[src/rtl/dmem_arb_pkg.sv]
// Shared types and constants for the two-port data-memory arbiter.
// The request struct is sized by ARB_W; the top's WIDTH must match it.
package dmem_arb_pkg;

   localparam int ARB_W = 32;

   localparam logic MODE_WORD = 1'b0;
   localparam logic MODE_BYTE = 1'b1;

   typedef enum logic [1:0] {
      IDLE   = 2'd0,
      ACCESS = 2'd1,
      RESP   = 2'd2
   } arb_state_t;

   typedef enum logic {
      PORT_C = 1'b0,
      PORT_D = 1'b1
   } arb_port_t;

   typedef struct packed {
      logic [ARB_W-1:0] addr;
      logic [ARB_W-1:0] wdata;
      logic             we;
      logic             mode;
   } mem_req_t;

endpackage

[src/rtl/dmem_arb_pick.sv]
// Winner select: core has fixed priority, but once it has been granted
// STARVE_MAX times in a row while the debug port waits, the debug port wins.
module dmem_arb_pick
   import dmem_arb_pkg::*;
#(
   parameter int STARVE_MAX = 4
) (
   input  logic clk,
   input  logic rst,
   input  logic idle,
   input  logic c_valid,
   input  logic d_valid,
   output logic grant_c,
   output logic grant_d
);

   localparam int CW = $clog2(STARVE_MAX + 1);

   logic [CW-1:0] starve_cnt;
   logic          force_d;

   assign force_d = d_valid && (starve_cnt == CW'(STARVE_MAX));
   assign grant_d = idle && d_valid && (!c_valid || force_d);
   assign grant_c = idle && c_valid && !force_d;

   // Counts only while D is actually waiting; any idle cycle without D resets it.
   always_ff @(posedge clk or posedge rst) begin
      if (rst) begin
         starve_cnt <= '0;
      end else if (idle) begin
         if (grant_d || !d_valid) begin
            starve_cnt <= '0;
         end else if (grant_c && (starve_cnt != CW'(STARVE_MAX))) begin
            starve_cnt <= starve_cnt + 1'b1;
         end
      end
   end

endmodule

[src/rtl/dmem_arbiter.sv]
// Shares one byte-addressed data memory between the core (C) and a
// debug/DMA loader (D); one request every three cycles, with alignment check.
module dmem_arbiter
   import dmem_arb_pkg::*;
#(
   parameter int WIDTH      = ARB_W,
   parameter int STARVE_MAX = 4
) (
   input  logic             clk,
   input  logic             rst,
   input  logic             c_req_valid,
   output logic             c_req_ready,
   input  logic [WIDTH-1:0] c_addr,
   input  logic [WIDTH-1:0] c_wdata,
   input  logic             c_we,
   input  logic             c_mode,
   output logic             c_resp_valid,
   output logic [WIDTH-1:0] c_rdata,
   output logic             c_resp_err,
   input  logic             d_req_valid,
   output logic             d_req_ready,
   input  logic [WIDTH-1:0] d_addr,
   input  logic [WIDTH-1:0] d_wdata,
   input  logic             d_we,
   input  logic             d_mode,
   output logic             d_resp_valid,
   output logic [WIDTH-1:0] d_rdata,
   output logic             d_resp_err,
   output logic [WIDTH-1:0] mem_addr,
   output logic [WIDTH-1:0] mem_wdata,
   output logic             MemWrite,
   output logic             AddrMode,
   input  logic [WIDTH-1:0] mem_rdata,
   output logic             busy
);

   arb_state_t       state, state_nxt;
   arb_port_t        owner;
   mem_req_t         req;
   logic [WIDTH-1:0] rsp_rdata;
   logic             rsp_err;
   logic             idle, grant_c, grant_d, err;

   assign idle = (state == IDLE);
   assign busy = !idle;

   dmem_arb_pick #(.STARVE_MAX(STARVE_MAX)) u_pick (
      .clk     (clk),
      .rst     (rst),
      .idle    (idle),
      .c_valid (c_req_valid),
      .d_valid (d_req_valid),
      .grant_c (grant_c),
      .grant_d (grant_d)
   );

   // A requester may present valid in any state; only IDLE can accept it.
   assign c_req_ready = grant_c;
   assign d_req_ready = grant_d;

   always_comb begin
      state_nxt = state;
      case (state)
         IDLE:    if (grant_c || grant_d) state_nxt = ACCESS;
         ACCESS:  state_nxt = RESP;
         RESP:    state_nxt = IDLE;
         default: state_nxt = IDLE;
      endcase
   end

   always_ff @(posedge clk or posedge rst) begin
      if (rst) state <= IDLE;
      else     state <= state_nxt;
   end

   always_ff @(posedge clk or posedge rst) begin
      if (rst) begin
         req   <= '0;
         owner <= PORT_C;
      end else if (grant_d) begin
         req   <= '{addr: d_addr, wdata: d_wdata, we: d_we, mode: d_mode};
         owner <= PORT_D;
      end else if (grant_c) begin
         req   <= '{addr: c_addr, wdata: c_wdata, we: c_we, mode: c_mode};
         owner <= PORT_C;
      end
   end

   assign err = (req.mode == MODE_WORD) && (req.addr[1:0] != 2'b00);

   // Stores and rejected accesses return zero data.
   always_ff @(posedge clk or posedge rst) begin
      if (rst) begin
         rsp_rdata <= '0;
         rsp_err   <= 1'b0;
      end else if (state == ACCESS) begin
         rsp_rdata <= (req.we || err) ? '0 : mem_rdata;
         rsp_err   <= err;
      end
   end

   // Memory bus follows the request registers, so it holds between accesses;
   // the write strobe is gated by state and therefore drops with async reset.
   assign mem_addr  = req.addr;
   assign mem_wdata = req.wdata;
   assign AddrMode  = req.mode;
   assign MemWrite  = (state == ACCESS) && req.we && !err;

   assign c_resp_valid = (state == RESP) && (owner == PORT_C);
   assign d_resp_valid = (state == RESP) && (owner == PORT_D);
   assign c_rdata      = c_resp_valid ? rsp_rdata : '0;
   assign d_rdata      = d_resp_valid ? rsp_rdata : '0;
   assign c_resp_err   = c_resp_valid && rsp_err;
   assign d_resp_err   = d_resp_valid && rsp_err;

endmodule
[config.mk]
export PLATFORM = sky130hd
export DESIGN_NAME = dmem_arbiter
export DESIGN_NICKNAME = d
export VERILOG_FILES = /design/src/rtl/dmem_arb_pkg.sv /design/src/rtl/dmem_arb_pick.sv /design/src/rtl/dmem_arbiter.sv
export SDC_FILE = /design/constraint.sdc
export NUM_CORES = 1
export LEC_CHECK = 0
export ABC_AREA = 1
export BUFFER_PORTS_ARGS = -buffer_cell sky130_fd_sc_hd__buf_2
export CELL_PAD_IN_SITES_DETAIL_PLACEMENT = 0
export CELL_PAD_IN_SITES_GLOBAL_PLACEMENT = 1
export CORE_MARGIN = 1
export CORE_UTILIZATION = 31
export DETAILED_ROUTE_END_ITERATION = 10
export GPL_ROUTABILITY_DRIVEN = 0
export PLACE_DENSITY_LB_ADDON = 0.1
export SLEW_MARGIN = 20
export SYNTH_ARGS = -nofsm -noshare
export SYNTH_HDL_FRONTEND = slang
export SYNTH_SLANG_ARGS = --single-unit
[constraint.sdc]
create_clock -name clk -period 4.2 [get_ports clk]
set_input_delay 0.42 -clock clk [delete_from_list [all_inputs] [get_ports clk]]
set_output_delay 0.42 -clock clk [all_outputs]
set_load 0.01 [all_outputs]
==> reports/summary.txt, run 1 <==
Initial core utilization: 0.317
Syn_area_per_cell: 7.02 µm²
Clock latency at the later pin of the worst-skew pair: 0.35 ns
Most frequent cells in the layout: buf_2, nand2_1, inv_1
Number of global-route vias before repair: 5677
Post-route clock period utilization: 0.595
CTS Hold Bufs: 0
Via count: 5806
TNS Setup: 0 ns
CTS tree: yes
Type of the worst min-delay path: primary input to async pin
Final min period: 2.50 ns
Core area: 19500 µm²
Fill count: 2193
WL final: 19100 µm
Cells after synthesis: 879
Startpoint type of the worst setup path: register
CTS buffer count: 9
Number of max-cap violations: 0
H-tree depth: 3
Setup violations, final: 0
Number of gates resized after CTS: 0
Largest net degree at the start of global routing: 67
Die X: 143 µm
CTS Root Buffer Type: clkbuf_16
Worst slew pin tran: 1.05 ns
Row count: 51
# Post-CTS Setup Buffers: 0
Dpl hpwl: 13000 µm
Area of the multi-input gates: 2150 µm²
First-pass GRT wire length: 29600 µm
Setup repair after global routing missed its margin: no
Die Area: 20500 µm²
Slowest stage cell, crit path: buf_4
Kind of cell adding the most delay to the critical path: buffers and inverters
CTS sink cnt: 105
Status: completed
Total power: 4.87 mW
Register area: 2630 µm²
Min Hold Slack: 0.0950 ns
CP peak stage delay: 0.62 ns
CP bufs+invs: 3
CTS clock-pin slew for the worst setup and hold paths: 0.07 ns
Slew headroom: 0.300
Netlist cell types: 22
Drt drc: 0
Crit path required time: 3.78 ns
Cells along the critical path: inv_1 > ha_1 > nand3_1 > nand2_2 > buf_4 > nor2_1 > buf_2
Layout net count: 1258
Commonest non-fill, non-tap cell in the layout: buf_2
Register area share after synthesis: 0.426
I/O pin cnt: 305
Gr usage total: 0.187
Synthesized net count: 1049
Area Growth Syn to Fin: 23.9%
First-pass DRT Iterations: 5
Post-DRT Antenna Nets: 0
Synthesized area: 6170 µm²
Pwr/cell area: 636 nW/µm²
Routed len/inst: 14.0 µm
PortBufs: 304
Pleak: 4.68 nW
Synth Register Bits: 105
Worst EP arrival: 2.08 ns
Die Ht: 143 µm
Ys Warns: 0
Worst vdd ir: 0.397 mV
Fin. Hold Viols: 0
Share of layout cells above drive strength 1: 0.310
Peak Freq: 400 MHz
Initial antenna violation count: 2
Worst setup EP type: output pin
Max Transition Viols Final: 0
FF-to-FF setup slack: 2.00 ns
GRT overflow: 0
Clock Path Buffers: 2
Crit Path Max Fanout: 65
Setup CP Type: register to output pin
Vias per inst: 4.26
Final Skew: 0.00781 ns
Iteration-0 DRC count of the detailed router: 257
==> through the flow <==
stage | utilization | cell area (µm²) | setup WS [ns] | instances
after CTS | 0.393 | 7640 | 1.64 | 1358
after floorplan | - | 6170 | 1.02 | 879
after global placement | 0.377 | 7340 | 2.00 | 1342
after detailed placement | 0.377 | 7340 | 1.94 | 1342
final | 0.393 | 7650 | 1.70 | 1362
after global routing | 0.393 | 7640 | 1.48 | 1359
==> Yosys cell counts <==
cell type	count	area share
ha_1	2	0.0041
buf_1	1	0.00061
nand3_1	161	0.13
o21ai_2	1	0.0014
o21ai_0	9	0.0073
dfrtp_1	105	0.43
a21oi_1	1	0.00081
inv_1	169	0.10
clkbuf_1	15	0.0091
buf_4	73	0.089
xor2_1	1	0.0014
nand2_1	198	0.12
nand3b_1	3	0.0036
inv_2	4	0.0024
nand2_2	3	0.0030
buf_2	21	0.017
o21ai_1	29	0.024
buf_6	4	0.0073
nor3_1	2	0.0016
nor2_2	3	0.0030
o21bai_1	1	0.0012
nor2_1	73	0.044
==> cell families after synthesis <==
group	synth area share
simple gates	0.307
buf+inv	0.228
flops	0.426
compound gates	0.0343
fa+ha+maj	0.00405
xor+xnor	0.00142
==> layout make-up <==
| cell class | count | share of cell area |
|---|---|---|
| antenna | 4 | 0.00131 |
| clock buffer | 11 | 0.0317 |
| timing repair buffer | 312 | 0.207 |
| tap | 265 | 0.0433 |
| multi-input combinational | 487 | 0.281 |
| sequential | 105 | 0.343 |
| clock inverter | 5 | 0.00720 |
| inverter | 173 | 0.0852 |
==> registers in the layout, summed over array words and instances, names as in the netlist <==
register           cells
u_pick.starve_cnt      3
req                    1
mem_wdata             32
owner                  1
rsp_rdata             32
mem_addr              32
state                  2
rsp_err                1
AddrMode               1
==> power by group <==
| group | internal (mW) | switching [mW] | total (mW) |
|---|---|---|---|
| registers | 1.50 | 0.219 | 1.72 |
| logic | 0.754 | 1.53 | 2.28 |
| clock network | 0.478 | 0.391 | 0.869 |
==> layer usage <==
| metal | routed length [µm] | share of wire | GRT usage | up-vias |
|---|---|---|---|---|
| li1 | - | - | - | 2993 |
| met1 | 8750 | 0.46 | 0.236 | 2622 |
| met2 | 8810 | 0.46 | 0.315 | 175 |
| met3 | 1210 | 0.063 | 0.0426 | 16 |
| met4 | 294 | 0.015 | 0.0600 | 0 |
| met5 | 0 | 0 | 0 | - |
==> final timing paths <==
check	cells after the start	start	to
worst min-delay path	2	rst	rsp_rdata[1]
min in group clk	3	mem_rdata[29]	rsp_rdata[29]
worst max register to register	9	u_pick.starve_cnt[0]	mem_wdata[29]
max in group asynchronous	3	rst	rsp_rdata[26]
worst min register to register	2	mem_wdata[28]	mem_wdata[28]
worst max-delay path	7	u_pick.starve_cnt[0]	c_req_ready
(Power assumes the default switching activity.)
==> run 2: changes to the inputs <==
==> constraint.sdc (replaced) <==
create_clock -name clk -period 2.35 [get_ports clk]
set_input_delay 0.235 -clock clk [delete_from_list [all_inputs] [get_ports clk]]
set_output_delay 0.235 -clock clk [all_outputs]
set_load 0.01 [all_outputs]
==> reports/summary.txt, run 2 (synthesis gave the netlist of run 1 again) <==
Clock latency at the later pin of the worst-skew pair: 0.34 ns
Via count: 5826
Crit path required time: 2.12 ns
Placed cell count: 1347
Slew headroom: 0.475
Worst slew pin tran: 0.788 ns
Drt drc: 0
Final Skew: 0.00514 ns
Area Growth Syn to Fin: 25.3%
Clock Path Buffers: 2
CTS tree: yes
Peak Freq: 472 MHz
Die Ht: 143 µm
Setup CP Type: register to output pin
CTS Hold Bufs: 0
Iteration-0 DRC count of the detailed router: 273
TNS Setup: 0 ns
GRT busiest layer: met2
Initial core utilization: 0.317
Startpoint type of the worst setup path: register
Max Transition Viols Final: 0
Worst setup EP type: output pin
Most frequent cells in the layout: buf_2, nand2_1, inv_1
Row count: 51
R2R depth: 9
CTS buffer count: 9
Met3 usage: 0.0513
Fin. Hold Viols: 0
Worst r2r src: u_pick.starve_cnt[0]
Largest net degree at the start of global routing: 106
Number of max-cap violations: 0
Post-DRT Antenna Nets: 0
Type of the worst min-delay path: primary input to async pin
Setup repair after global routing missed its margin: no
CP Launch Point: u_pick.starve_cnt[0]
Worst EP arrival: 1.88 ns
Slowest stage cell, crit path: buf_4
CTS sink cnt: 105
Number of global-route vias before repair: 5410
First-pass DRT Iterations: 4
Crit path capture: d_req_ready
Core area: 19500 µm²
Final min period: 2.12 ns
Crit Path Max Fanout: 36
# Post-CTS Setup Buffers: 0
Pwr/cell area: 1130 nW/µm²
Status: completed
Total power: 8.77 mW
Vias per inst: 4.27
Number of gates resized after CTS: 0
Pleak: 4.71 nW
FF-to-FF setup slack: 0.63 ns
Commonest non-fill, non-tap cell in the layout: buf_2
WL final: 19100 µm
Share of layout cells above drive strength 1: 0.313
Min Hold Slack: 0.0557 ns
Cells along the critical path: inv_1 > ha_1 > nand3_1 > nand2_2 > nand2_2 > buf_4 > inv_1 > buf_2
Layout net count: 1263
First-pass GRT wire length: 29100 µm
Post-route clock period utilization: 0.901
H-tree depth: 3
Dpl hpwl: 13000 µm
Routed len/inst: 14.0 µm
Initial antenna violation count: 1
GRT overflow: 0
Fill count: 2139
R2R Path End: mem_addr[15]
Met1 usage: 0.234
CTS clock-pin slew for the worst setup and hold paths: 0.07 ns
Finished Layout Cells: 1365
CP peak stage delay: 0.37 ns
Setup violations, final: 0
Met2 GRT Util: 0.305
CTS Root Buffer Type: clkbuf_16
Die Area: 20500 µm²
Worst vdd ir: 0.555 mV
Die X: 143 µm
PortBufs: 304
Gr usage total: 0.185
I/O pin cnt: 305
## run 2: worst min path at each step
stage,startpoint,end,slack [ns],cells past startpoint
after CTS,rst,mem_wdata[6],0.09,3
after floorplan,d_req_valid,u_pick.starve_cnt[2],0.38,2
after global placement,mem_wdata[2],mem_wdata[2],0.46,2
after detailed placement,mem_wdata[14],mem_wdata[14],0.46,2
after global routing,rst,rsp_rdata[24],0.12,3
final,rst,rsp_rdata[24],0.06,3
## run 2: critical path: cells and delay by family (launching register included)
family	cells	cell delay [ns]
adder cells (fa/ha/maj)	1	0.19
flip-flops	1	0.35
buffers and inverters	4	0.66
AND/OR/NAND/NOR	3	0.35
## run 2: power by group
group	leakage [nW]	switching (mW)	internal [mW]	total, mW
Sequential	1.32	0.385	2.68	3.06
Combinational	3.25	2.77	1.46	4.23
Clock	0.138	0.671	0.800	1.47
Total	4.71	3.83	4.94	8.77
## run 2: area by class of cell
cell class                 instances  area (µm²)  area share
timing repair buffer             317        1680       0.217
inverter                         173         653      0.0844
antenna                            3        7.51    0.000971
clock buffer                      13         270      0.0349
sequential                       105        2630       0.340
tap                              265         332      0.0429
clock inverter                     2        12.5     0.00162
multi-input combinational        487        2150       0.278
## run 2: per-stage QoR
step,instance area (µm²),util,worst slack (ns)
final,7730,0.397,0.233
after global routing,7730,0.397,0.0815
after CTS,7730,0.397,0.188
after detailed placement,7440,0.383,0.582
after global placement,7440,0.383,0.587
after floorplan,6180,-,0.822
## run 2: metal layers
layer,share of wire,routed length [µm]
met1,0.44,8400
met2,0.47,9050
met3,0.076,1450
met4,0.0093,178
met5,0,0
